### src/rtl/pipe_stage_reg.sv
// Elastic pipeline register with stall, flush/bubble injection, optional
// 2-entry skid buffer and saturating stall/flush performance counters.
module pipe_stage_reg #(
    parameter int unsigned        DATA_W = 64,
    parameter int unsigned        SKID   = 0,
    parameter logic [DATA_W-1:0]  BUBBLE = {DATA_W{1'b0}},
    parameter int unsigned        CNT_W  = 16
) (
    input  logic              clk,
    input  logic              rst,
    input  logic              flush,
    input  logic              stall,
    input  logic              in_valid,
    output logic              in_ready,
    input  logic [DATA_W-1:0] in_data,
    output logic              out_valid,
    input  logic              out_ready,
    output logic [DATA_W-1:0] out_data,
    output logic [1:0]        occupancy,
    output logic [CNT_W-1:0]  stall_cycles,
    output logic [CNT_W-1:0]  flush_count
);

    localparam logic [1:0] DEPTH = (SKID != 0) ? 2'd2 : 2'd1;

    logic [1:0]        occ_q,       occ_d;
    logic [DATA_W-1:0] head_q,      head_d;
    logic [DATA_W-1:0] skid_q,      skid_d;
    logic [CNT_W-1:0]  stall_cnt_q, stall_cnt_d;
    logic [CNT_W-1:0]  flush_cnt_q, flush_cnt_d;

    logic has_space;
    logic in_fire;
    logic out_fire;

    // Handshake: skid mode looks only at registered occupancy, pass-through
    // mode may reuse the slot being emitted in this same cycle.
    always_comb begin
        if (SKID != 0) begin
            has_space = (occ_q < DEPTH);
        end else begin
            has_space = (occ_q == 2'd0) || out_ready;
        end
        in_ready  = !rst && !flush && !stall && has_space;
        out_valid = (occ_q != 2'd0) && !rst && !stall && !flush;
        out_data  = (occ_q != 2'd0) ? head_q : BUBBLE;
        in_fire   = in_valid && in_ready;
        out_fire  = out_valid && out_ready;
    end

    assign occupancy    = occ_q;
    assign stall_cycles = stall_cnt_q;
    assign flush_count  = flush_cnt_q;

    // Next-state: flush empties the stage, otherwise FIFO push/pop by fire.
    always_comb begin
        occ_d       = occ_q;
        head_d      = head_q;
        skid_d      = skid_q;
        stall_cnt_d = stall_cnt_q;
        flush_cnt_d = flush_cnt_q;

        if (flush) begin
            occ_d  = 2'd0;
            head_d = BUBBLE;
            skid_d = BUBBLE;
            if (flush_cnt_q != {CNT_W{1'b1}}) begin
                flush_cnt_d = flush_cnt_q + CNT_W'(1);
            end
        end else begin
            if (stall && (occ_q != 2'd0) && (stall_cnt_q != {CNT_W{1'b1}})) begin
                stall_cnt_d = stall_cnt_q + CNT_W'(1);
            end
            case ({in_fire, out_fire})
                2'b10: begin
                    if (occ_q == 2'd0) begin
                        head_d = in_data;
                    end else begin
                        skid_d = in_data;
                    end
                    occ_d = occ_q + 2'd1;
                end
                2'b01: begin
                    // Skid entry is promoted only once the head has left.
                    if (occ_q == 2'd2) begin
                        head_d = skid_q;
                        skid_d = BUBBLE;
                    end else begin
                        head_d = BUBBLE;
                    end
                    occ_d = occ_q - 2'd1;
                end
                2'b11: begin
                    // Accept only reaches here at occupancy 1: replace head.
                    head_d = in_data;
                end
                default: begin
                end
            endcase
        end
    end

    // State register with synchronous active-high reset.
    always_ff @(posedge clk) begin
        if (rst) begin
            occ_q       <= 2'd0;
            head_q      <= BUBBLE;
            skid_q      <= BUBBLE;
            stall_cnt_q <= '0;
            flush_cnt_q <= '0;
        end else begin
            occ_q       <= occ_d;
            head_q      <= head_d;
            skid_q      <= skid_d;
            stall_cnt_q <= stall_cnt_d;
            flush_cnt_q <= flush_cnt_d;
        end
    end

endmodule

### config.mk
export PLATFORM = sky130hd
export DESIGN_NAME = pipe_stage_reg
export DESIGN_NICKNAME = d
export VERILOG_FILES = /design/src/rtl/pipe_stage_reg.sv
export SDC_FILE = /design/constraint.sdc
export NUM_CORES = 1
export LEC_CHECK = 0
export CAP_MARGIN = 10
export CORE_MARGIN = 1
export CORE_UTILIZATION = 55
export CTS_CLUSTER_DIAMETER = 200
export DETAILED_ROUTE_END_ITERATION = 6
export PLACE_DENSITY = 0.9
export SLEW_MARGIN = 10
export SYNTH_ARGS = -nofsm -noshare
export SYNTH_HDL_FRONTEND = slang
export SYNTH_SLANG_ARGS = --single-unit
export TNS_END_PERCENT = 20
### constraint.sdc
create_clock -name clk -period 4.02 [get_ports clk]
set_input_delay 0.402 -clock clk [delete_from_list [all_inputs] [get_ports clk]]
set_output_delay 0.402 -clock clk [all_outputs]
set_load 0.01 [all_outputs]
==> results.py, run 1 <==
metrics = {
    "grt": {
        "grt_pass1_vias": 6896,
        "antenna_found_initial": 0,
        "grt_max_degree": 107,
        "grt_pass1_wl_um": 33700,
        "grt_usage_pct": 28.3,
        "gr-total-overflow": 0,
    },
    "layout": {
        "syn_to_final_growth_pct": 28.4,
        "fillerInstances": 1031,
        "nets": 1072,
        "post-route-cell-area_um2": 10200,
        "drive_gt1_share_pct": 11.3,
        "antenna-diode-count": 0,
        "ff_latch_area_um2": 3240,
        "final_util_pct": 73.1,
        "multiInputGateArea_um2": 4320,
    },
    "setup_path": {
        "critPathCaptureType": "output pin",
        "timing.critical_path.to": "out_data[61]",
        "worstPathRequired_ns": 3.62,
        "startpoint": "occupancy[0]$_SDFFE_PP0P_",
        "crit_type": "register to output pin",
        "crit_fanout": 52,
        "timing.rr.start": "occupancy[0]$_SDFFE_PP0P_",
        "r2r_slack_ns": 1.09,
        "reg2reg_depth": 9,
        "critPathArrivalTime_ns": 2.63,
        "start_kind": "register",
        "r2r-end": "head_q[28]$_SDFFE_PP0P_",
    },
    "job": {
        "drv_cap": 0,
    },
    "sta": {
        "finClkSkew_ns": 0.00593,
        "worstMarginPinSlew_ns": 1.13,
        "finalCriticalPeriod_ns": 3.04,
        "maxSlewHeadroom_pct": 24.9,
        "slew_violations": 0,
        "hold_viol": 0,
        "fmax_mhz": 329,
        "tns_ns": 0,
        "final.period_utilization_pct": 75.5,
        "rsz0062_at_grt": "no",
        "finalSetupViolations": 0,
        "whs_ns": 0.478,
    },
    "placed_design": {
        "place_area_um2": 9660,
        "globalplace.congestion": 0.871,
        "dp_hpwl_um": 12900,
        "io_buffers": 169,
    },
    "power": {
        "p_clk_share_pct": 45.2,
        "powerDensity_nw_per_um2": 334,
        "ir_worst_vdd_uv": 287,
        "seq_power_share_pct": 47.9,
        "p_sw_w": 0.000775,
        "sw_frac_of_total_pct": 22.7,
        "p_int_w": 0.00264,
        "comb_power_share_pct": 6.9,
        "leakagePower_nw": 3.30,
    },
    "clocking": {
        "path_clk_slew_ns": 0.06,
        "cts-resized-gates": 0,
        "cts_htree_levels": 4,
        "clk_path_buf_depth": 2,
        "cts_sinks": 162,
        "cts_tree": "yes",
        "post_cts_buffers": 0,
        "clockRootBuffer": "clkbuf_16",
        "hold_buffers": 0,
        "insertion_delay_ns": 0.43,
        "cts_buffers": 17,
    },
    "synthesis": {
        "synth_cell_types": 48,
        "yosys_most_used_dff": "dfxtp_1",
        "ys_seq_area_share_pct": 40.7,
        "synthCells": 887,
        "netlist_area_um2": 7970,
        "synth.avg_cell_area_um2": 8.99,
        "synth_nets": 962,
        "synth_edf_count": 0,
        "ys_async_sr_fraction_pct": 0,
        "yosys_register_bits": 162,
        "yosysWarnings": 0,
    },
    "route": {
        "wl_per_cell_um": 17.6,
        "antenna_left": 0,
        "vias_per_cell": 6.21,
        "vias": 7390,
        "finalWirelength_um": 20900,
        "drt_iter0_markers": 771,
        "drcViolationCount": 0,
        "drtPass1Iterations": 7,
    },
    "floorplan": {
        "start_util_pct": 57.0,
        "die-height_um": 122,
        "io_pins": 170,
        "coreArea_um2": 14000,
        "die_width_um": 122,
        "rows": 43,
        "die_area_um2": 15000,
    },
    "min_path": {
        "min_from": "skid_q[29]$_SDFFE_PP0P_",
        "min_path_type": "register to register",
    },
    "outcome": {
        "outcome": "finished, final reports clean",
    },
}
cells in the mapped netlist, types with 12 or more instances:
cell      count  area share, %
or4b_1       64            8.0
nor3_1       37            2.3
a21oi_1      86            5.4
a221oi_2     26            4.9
buf_2        16            1.0
or4_1        13            1.2
nand3_1      12           0.75
a221oi_1     38            4.2
nor2_1       77            3.6
clkbuf_1     69            3.2
o21ai_1      67            4.2
nand2_1      18           0.85
and2_1       66            5.2
o31ai_1      13            1.2
dfxtp_1     162             41
nor3_2       31            3.9
per-stage QoR:
| stage | setup slack, ns | instances | total power [W] |
|---|---|---|---|
| global route | 0.784 | 1190 | 0.00353 |
| CTS | 0.932 | 1190 | 0.00344 |
| detailed placement | 0.622 | 1158 | 0.00190 |
| global placement | 0.714 | 1158 | 0.00190 |
| floorplan | 1.15 | 887 | 0.00179 |
| finish | 0.984 | 1190 | 0.00341 |
layout make-up:
type,instances,share of cell area [%]
clock buffer,25,5.14
multi-input combinational,627,42.2
clock inverter,7,0.452
sequential,162,31.7
tap,180,2.20
timing repair buffer,184,18.1
inverter,5,0.183
critical path, cell delays in order (launching register included):
cell	delay [ns]
dfxtp_1	0.47
or2_2	0.72
buf_4	0.32
and2_1	0.17
clkdlybuf4s50_1	0.53
metal layers:
| metal | routed length [um] | GRT usage, % |
|---|---|---|
| met4 | 700 | 14.1 |
| met1 | 9050 | 37.2 |
| met2 | 10000 | 45.2 |
| met5 | 0 | 0 |
| met3 | 1100 | 4.09 |
cell families (layout without fill, tap and decap cells):
logic type                 count (synthesis)  in the layout  share of synthesized area (%)
buffers and inverters                     98            221                           5.53
muxes                                     11             11                           1.51
adders and majority gates                  5              5                          0.785
AOI/OAI and AO/OA                        243            243                           21.3
DFF                                      162            162                           40.7
xor gates and xnor gates                   2              2                          0.220
and+or+nand+nor                          366            366                           30.0
cell usage in the layout (no fill, tap or decap), drive strengths merged, types with 5 or more instances in the layout:
cell and count:
nor2 77, or4b 64, nand2 18, nor3 68
nor2b 11, mux2 8, a21oi 86, inv 6
nor4 5, o21ai 71, or4 13, dfxtp 162
a221oi 64, or3 6, buf 15, o31ai 13
and3 5, nand3 12, and2 66, clkdlybuf4s50 169
nand4 9, clkbuf 25, ha 5
worst min path at each step:
stage	end	slack [ns]	cells after the start
after detailed placement	skid_q[0]$_SDFFE_PP0P_	0.47	2
after global routing	skid_q[36]$_SDFFE_PP0P_	0.50	2
after floorplan	skid_q[0]$_SDFFE_PP0P_	0.45	2
after global placement	skid_q[56]$_SDFFE_PP0P_	0.46	2
after CTS	skid_q[0]$_SDFFE_PP0P_	0.48	2
final	skid_q[29]$_SDFFE_PP0P_	0.48	2
power groups by stage:
stage          Clock [W]  Sequential, W  Combinational, W
5_1_grt          0.00164        0.00164          0.000253
3_5_place_dp           0        0.00167          0.000233
2_1_floorplan          0        0.00167          0.000119
4_1_cts          0.00157        0.00163          0.000235
6_report         0.00154        0.00163          0.000237
3_3_place_gp           0        0.00167          0.000230
sequential cells by signal (all words and copies together), names as in the netlist:
name	count
stall_cycles	16
flush_count	16
head_q	64
skid_q	64
occupancy	2
No activity file was read; power rests on OpenSTA's default activity.
==> run 2: changes to the inputs <==
--- a/config.mk
+++ b/config.mk
@@ -7,10 +7,10 @@
 export LEC_CHECK = 0
 export CAP_MARGIN = 10
 export CORE_MARGIN = 1
-export CORE_UTILIZATION = 55
+export CORE_UTILIZATION = 46
 export CTS_CLUSTER_DIAMETER = 200
 export DETAILED_ROUTE_END_ITERATION = 6
-export PLACE_DENSITY = 0.9
+export PLACE_DENSITY = 0.81
 export SLEW_MARGIN = 10
 export SYNTH_ARGS = -nofsm -noshare
 export SYNTH_HDL_FRONTEND = slang
==> constraint.sdc (replaced) <==
create_clock -name clk -period 2.55 [get_ports clk]
set_input_delay 0.255 -clock clk [delete_from_list [all_inputs] [get_ports clk]]
set_output_delay 0.255 -clock clk [all_outputs]
set_load 0.01 [all_outputs]
==> run 2 against run 1 <==
  * Clock power increased by 73%
  * Largest power group is now clock
  * Largest cell class unchanged
  * Critical path type is now input port to register
  * Via count down 0.61%
  * Total power up 65%
  * Non-clock buffer count increased by 30
  * Combinational power increased by 69%
==> results.py, run 2 (synthesized netlist as in run 1, its figures left out) <==
metrics = {
    "layout": {
        "drive_gt1_share_pct": 14.1,
        "final_cell_mix": "clkdlybuf4s50_1, dfxtp_1, a21oi_1",
        "nets": 1102,
        "layout_commonest_cell": "clkdlybuf4s50_1",
        "fillerInstances": 1361,
        "multiInputGateArea_um2": 4340,
        "largestRegisters": "head_q (64), skid_q (64)",
        "post-route-cell-area_um2": 10700,
        "ff_latch_area_um2": 3240,
        "antenna-diode-count": 0,
        "syn_to_final_growth_pct": 34.3,
    },
    "grt": {
        "grt_pass1_wl_um": 34400,
        "antenna_found_initial": 0,
        "grt_usage_pct": 23.9,
        "grt_max_degree": 85,
        "grt_pass1_vias": 6731,
        "gr-total-overflow": 0,
    },
    "clocking": {
        "post_cts_buffers": 0,
        "cts_buffers": 17,
        "cts_sinks": 162,
        "hold_buffers": 0,
        "cts_htree_levels": 4,
        "clk_path_buf_depth": 2,
        "cts_tree": "yes",
        "clockRootBuffer": "clkbuf_16",
        "path_clk_slew_ns": 0.06,
        "insertion_delay_ns": 0.43,
    },
    "placed_design": {
        "place_area_um2": 10100,
        "dp_worst_setup_slack_ns": -0.346,
        "dp_hpwl_um": 13400,
        "globalplace.congestion": 0.816,
        "io_buffers": 169,
    },
    "setup_path": {
        "crit_type": "input port to register",
        "worstPathRequired_ns": 2.89,
        "crit_fanout": 9,
        "critPathCaptureType": "register",
        "start_kind": "input port",
        "critPathArrivalTime_ns": 2.78,
    },
    "power": {
        "sw_frac_of_total_pct": 22.8,
        "p_int_w": 0.00435,
        "powerDensity_nw_per_um2": 526,
        "comb_power_share_pct": 7.1,
        "ir_worst_vdd_uv": 445,
        "p_clk_share_pct": 47.2,
        "p_sw_w": 0.00128,
        "seq_power_share_pct": 45.7,
        "leakagePower_nw": 3.51,
    },
    "route": {
        "finalWirelength_um": 21200,
        "wl_per_cell_um": 16.8,
        "vias": 7345,
        "drtPass1Iterations": 4,
        "vias_per_cell": 5.83,
        "antenna_left": 0,
        "drcViolationCount": 0,
        "drt_iter0_markers": 522,
    },
    "sta": {
        "slew_violations": 0,
        "finClkSkew_ns": 0.00863,
        "hold_viol": 0,
        "fmax_mhz": 410,
        "worstMarginPinSlew_ns": 1.02,
        "setup_slack_ns": 0.113,
        "finalCriticalPeriod_ns": 2.44,
        "maxSlewHeadroom_pct": 31.7,
        "finalSetupViolations": 0,
        "tns_ns": 0,
        "final.period_utilization_pct": 95.6,
        "rsz0062_at_grt": "yes",
    },
    "floorplan": {
        "rows": 47,
        "die-height_um": 134,
        "io_pins": 170,
        "die_width_um": 134,
        "start_util_pct": 47.6,
        "coreArea_um2": 16800,
        "die_area_um2": 17900,
    },
    "outcome": {
        "outcome": "finished, final reports clean",
    },
    "job": {
        "drv_cap": 0,
    },
    "min_path": {
        "min_path_type": "register to register",
    },
}
-- run 2: cell types whose count changed in the layout (fill, tap and decap cells not counted), sizes merged --
cell / before / now
buf: 15 / 45
bufinv: 0 / 3
clkbuf: 25 / 20
clkinv: 3 / 4
clkinvlp: 3 / 4
-- run 2: path summary, 6_finish.rpt --
check,startpoint,endpoint,slack [ns],cells after the start
worst max register to register,occupancy[0]$_SDFFE_PP0P_,head_q[35]$_SDFFE_PP0P_,0.17,9
worst min register to register,skid_q[54]$_SDFFE_PP0P_,skid_q[54]$_SDFFE_PP0P_,0.48,2
worst min-delay path,skid_q[54]$_SDFFE_PP0P_,skid_q[54]$_SDFFE_PP0P_,0.48,2
worst max-delay path,rst,head_q[32]$_SDFFE_PP0P_,0.11,11
-- run 2: repair_timing --
action	in CTS	in global routing
resized for setup	0	2
setup endpoints to repair	0	92
hold endpoints to repair	0	0
-- run 2: worst max-delay path: stages --
cell	delay (ns)
clkdlybuf4s50_1	0.46
or2_4	0.29
nor3_2	0.18
nand2_1	0.16
ha_4	0.19
nand2b_1	0.16
buf_4	0.15
o41ai_4	0.44
buf_4	0.27
nor2_1	0.05
nor3_1	0.17
-- run 2: layer usage --
layer	GRT usage, %	vias to the layer above	part of all wire, %
met2	38.0	214	49
met5	0	-	0
met4	8.90	0	1.4
li1	-	3593	-
met3	4.98	22	5.0
met1	31.8	3516	45
-- run 2: cell type report --
cell class / instances / share of cell area (%)
Tap cell: 220 / 2.57
Multi-Input combinational cell: 627 / 40.5
Clock inverter: 12 / 1.46
Sequential cell: 162 / 30.3
Inverter: 5 / 0.175
Clock buffer: 20 / 4.27
Timing Repair Buffer: 214 / 20.7
-- run 2: metrics by stage --
step	hold WS, ns	util [%]	power, W	std cells
6_report	0.477	63.9	0.00563	1260
5_1_grt	0.490	63.9	0.00581	1260
4_1_cts	0.477	63.8	0.00566	1260
3_5_place_dp	0.471	60.2	0.00303	1228
3_3_place_gp	0.460	60.2	0.00302	1228
2_1_floorplan	0.424	-	0.00282	887
-- run 2: power by group through the flow --
stage	logic [W]	registers [W]	clock network, W
finish	0.000400	0.00257	0.00266
global route	0.000430	0.00258	0.00280
CTS	0.000399	0.00257	0.00269
detailed placement	0.000396	0.00263	0
global placement	0.000391	0.00263	0
floorplan	0.000188	0.00263	0
==> run 3: changes to the inputs <==
--- a/config.mk
+++ b/config.mk
@@ -11,6 +11,7 @@
 export CTS_CLUSTER_DIAMETER = 200
 export DETAILED_ROUTE_END_ITERATION = 6
 export PLACE_DENSITY = 0.81
+export SETUP_SLACK_MARGIN = 0.5
 export SLEW_MARGIN = 10
 export SYNTH_ARGS = -nofsm -noshare
 export SYNTH_HDL_FRONTEND = slang
==> run 3 against run 2 <==
  * Clock skew down 0.0035 ns
  * Sequential share of layout area down 2.1 points
  * Largest cell class unchanged
  * Via count up 5.7%
  * Cell count up 1.9%
  * Hold slack worse by 0.015 ns
  * Largest power group unchanged
  * Routed wire length up 16%
==> results.py, run 3 (synthesized netlist as in run 1, its figures left out) <==
metrics = {
    "sta": {
        "final.period_utilization_pct": 89.1,
        "slew_violations": 0,
        "finalSetupViolations": 0,
        "finalCriticalPeriod_ns": 2.27,
        "hold_viol": 0,
        "fmax_mhz": 440,
        "worstMarginPinSlew_ns": 0.785,
        "maxSlewHeadroom_pct": 47.6,
        "finClkSkew_ns": 0.00517,
        "rsz0062_at_grt": "yes",
        "whs_ns": 0.463,
    },
    "floorplan": {
        "die_width_um": 134,
        "start_util_pct": 47.6,
        "coreArea_um2": 16800,
        "die-height_um": 134,
        "rows": 47,
        "io_pins": 170,
        "die_area_um2": 17900,
    },
    "route": {
        "vias": 7764,
        "drt_iter0_markers": 566,
        "antenna_left": 0,
        "finalWirelength_um": 24600,
        "drtPass1Iterations": 5,
        "vias_per_cell": 6.05,
        "drcViolationCount": 0,
        "wl_per_cell_um": 19.1,
    },
    "grt": {
        "antenna_found_initial": 0,
        "grt_pass1_vias": 7120,
        "grt_pass1_wl_um": 37300,
        "grt_usage_pct": 26.1,
        "grt_max_degree": 71,
        "gr-total-overflow": 0,
    },
    "setup_path": {
        "r2r-end": "skid_q[35]$_SDFFE_PP0P_",
        "cpPeakStageDelay_ns": 0.47,
        "timing.rr.start": "occupancy[0]$_SDFFE_PP0P_",
        "timing.critical_path.to": "out_data[17]",
        "r2r_slack_ns": 0.29,
        "worstPathRequired_ns": 2.30,
        "crit_slowest_cell": "clkdlybuf4s50_1",
        "reg2reg_depth": 11,
        "crit_chain": "buf_4 -> or2_4 -> buf_8 -> and2_1 -> clkdlybuf4s50_1",
        "start_kind": "register",
        "crit_fanout": 17,
        "critPathArrivalTime_ns": 2.02,
        "startpoint": "occupancy[1]$_SDFFE_PP0P_",
        "critPathCaptureType": "output pin",
        "crit_type": "register to output pin",
    },
    "placed_design": {
        "globalplace.congestion": 0.794,
        "io_buffers": 169,
        "dp_hpwl_um": 13500,
    },
    "clocking": {
        "cts_htree_levels": 4,
        "cts_buffers": 17,
        "cts_tree": "yes",
        "clk_path_buf_depth": 2,
        "path_clk_slew_ns": 0.06,
        "cts_sinks": 162,
        "insertion_delay_ns": 0.43,
        "clockRootBuffer": "clkbuf_16",
    },
    "layout": {
        "final_util_pct": 68.7,
        "drive_gt1_share_pct": 25.8,
        "antenna-diode-count": 0,
        "largestRegisters": "head_q (64), skid_q (64)",
        "layout_commonest_cell": "dfxtp_1",
        "syn_to_final_growth_pct": 44.5,
        "final_cell_mix": "dfxtp_1, clkdlybuf4s50_1, a21oi_1",
        "nets": 1126,
    },
    "power": {
        "powerDensity_nw_per_um2": 492,
        "power_w": 0.00567,
        "leakagePower_nw": 4.05,
        "ir_worst_vdd_uv": 473,
    },
    "job": {
        "drv_cap": 0,
    },
    "min_path": {
        "min_path_type": "input port to register",
    },
    "outcome": {
        "outcome": "finished, final reports clean",
    },
}
[run 3: repair_timing]
action | CTS | global route
setup buffers | 14 | 4
endpoints found under the setup margin | 196 | 207
gates cloned | 6 | 5
gates resized for setup | 209 | 42
hold buffers | 0 | 0
pin swaps | 12 | 9
[run 3: routing by layer]
| layer | vias up | routed length (um) | GRT usage (%) |
|---|---|---|---|
| met5 | - | 0 | 0 |
| met4 | 0 | 599 | 9.79 |
| met3 | 50 | 1450 | 5.52 |
| met2 | 307 | 11800 | 42.6 |
| met1 | 3743 | 10700 | 33.7 |
| li1 | 3664 | - | - |
[run 3: worst max-delay path, delay by kind of cell, from the launching register on]
kind | cells | cell delay (ns)
DFF | 1 | 0.33
buffers and inverters | 3 | 0.78
and+or+nand+nor | 2 | 0.46
[run 3: metrics by stage]
step / cell area (um2) / setup TNS [ns] / worst slack, ns / instances
2_1_floorplan: 8320 / 0 / 0.162 / 887
6_report: 11500 / 0 / 0.277 / 1284
4_1_cts: 11100 / 0 / 0.261 / 1275
3_5_place_dp: 10300 / -19.85 / -0.216 / 1223
3_3_place_gp: 10300 / -17.04 / -0.183 / 1223
5_1_grt: 11500 / 0 / 0.200 / 1284
[run 3: report_power, final]
part / internal [W] / leakage, nW / switching, W
clock: 0.00156 / 0.284 / 0.00105
combinational: 0.000237 / 2.46 / 0.000244
sequential: 0.00256 / 1.31 / 0.0000197
total: 0.00436 / 4.05 / 0.00132
[run 3: worst min-delay path by stage]
stage | startpoint | endpoint | cells after the start
finish | flush | flush_count[6]$_SDFFE_PP0P_ | 4
global route | head_q[56]$_SDFFE_PP0P_ | head_q[56]$_SDFFE_PP0P_ | 2
CTS | flush | flush_count[6]$_SDFFE_PP0P_ | 4
detailed placement | skid_q[62]$_SDFFE_PP0P_ | skid_q[62]$_SDFFE_PP0P_ | 2
global placement | skid_q[62]$_SDFFE_PP0P_ | skid_q[62]$_SDFFE_PP0P_ | 2
floorplan | in_data[10] | head_q[10]$_SDFFE_PP0P_ | 2
[run 3: final cells by class]
class,instances,area [um2]
sequential,162,3250
timing repair buffer,238,2450
multi-input combinational,627,4940
tap,220,275
inverter,5,23.8
clock buffer,22,454
fill,1291,5240
clock inverter,10,134
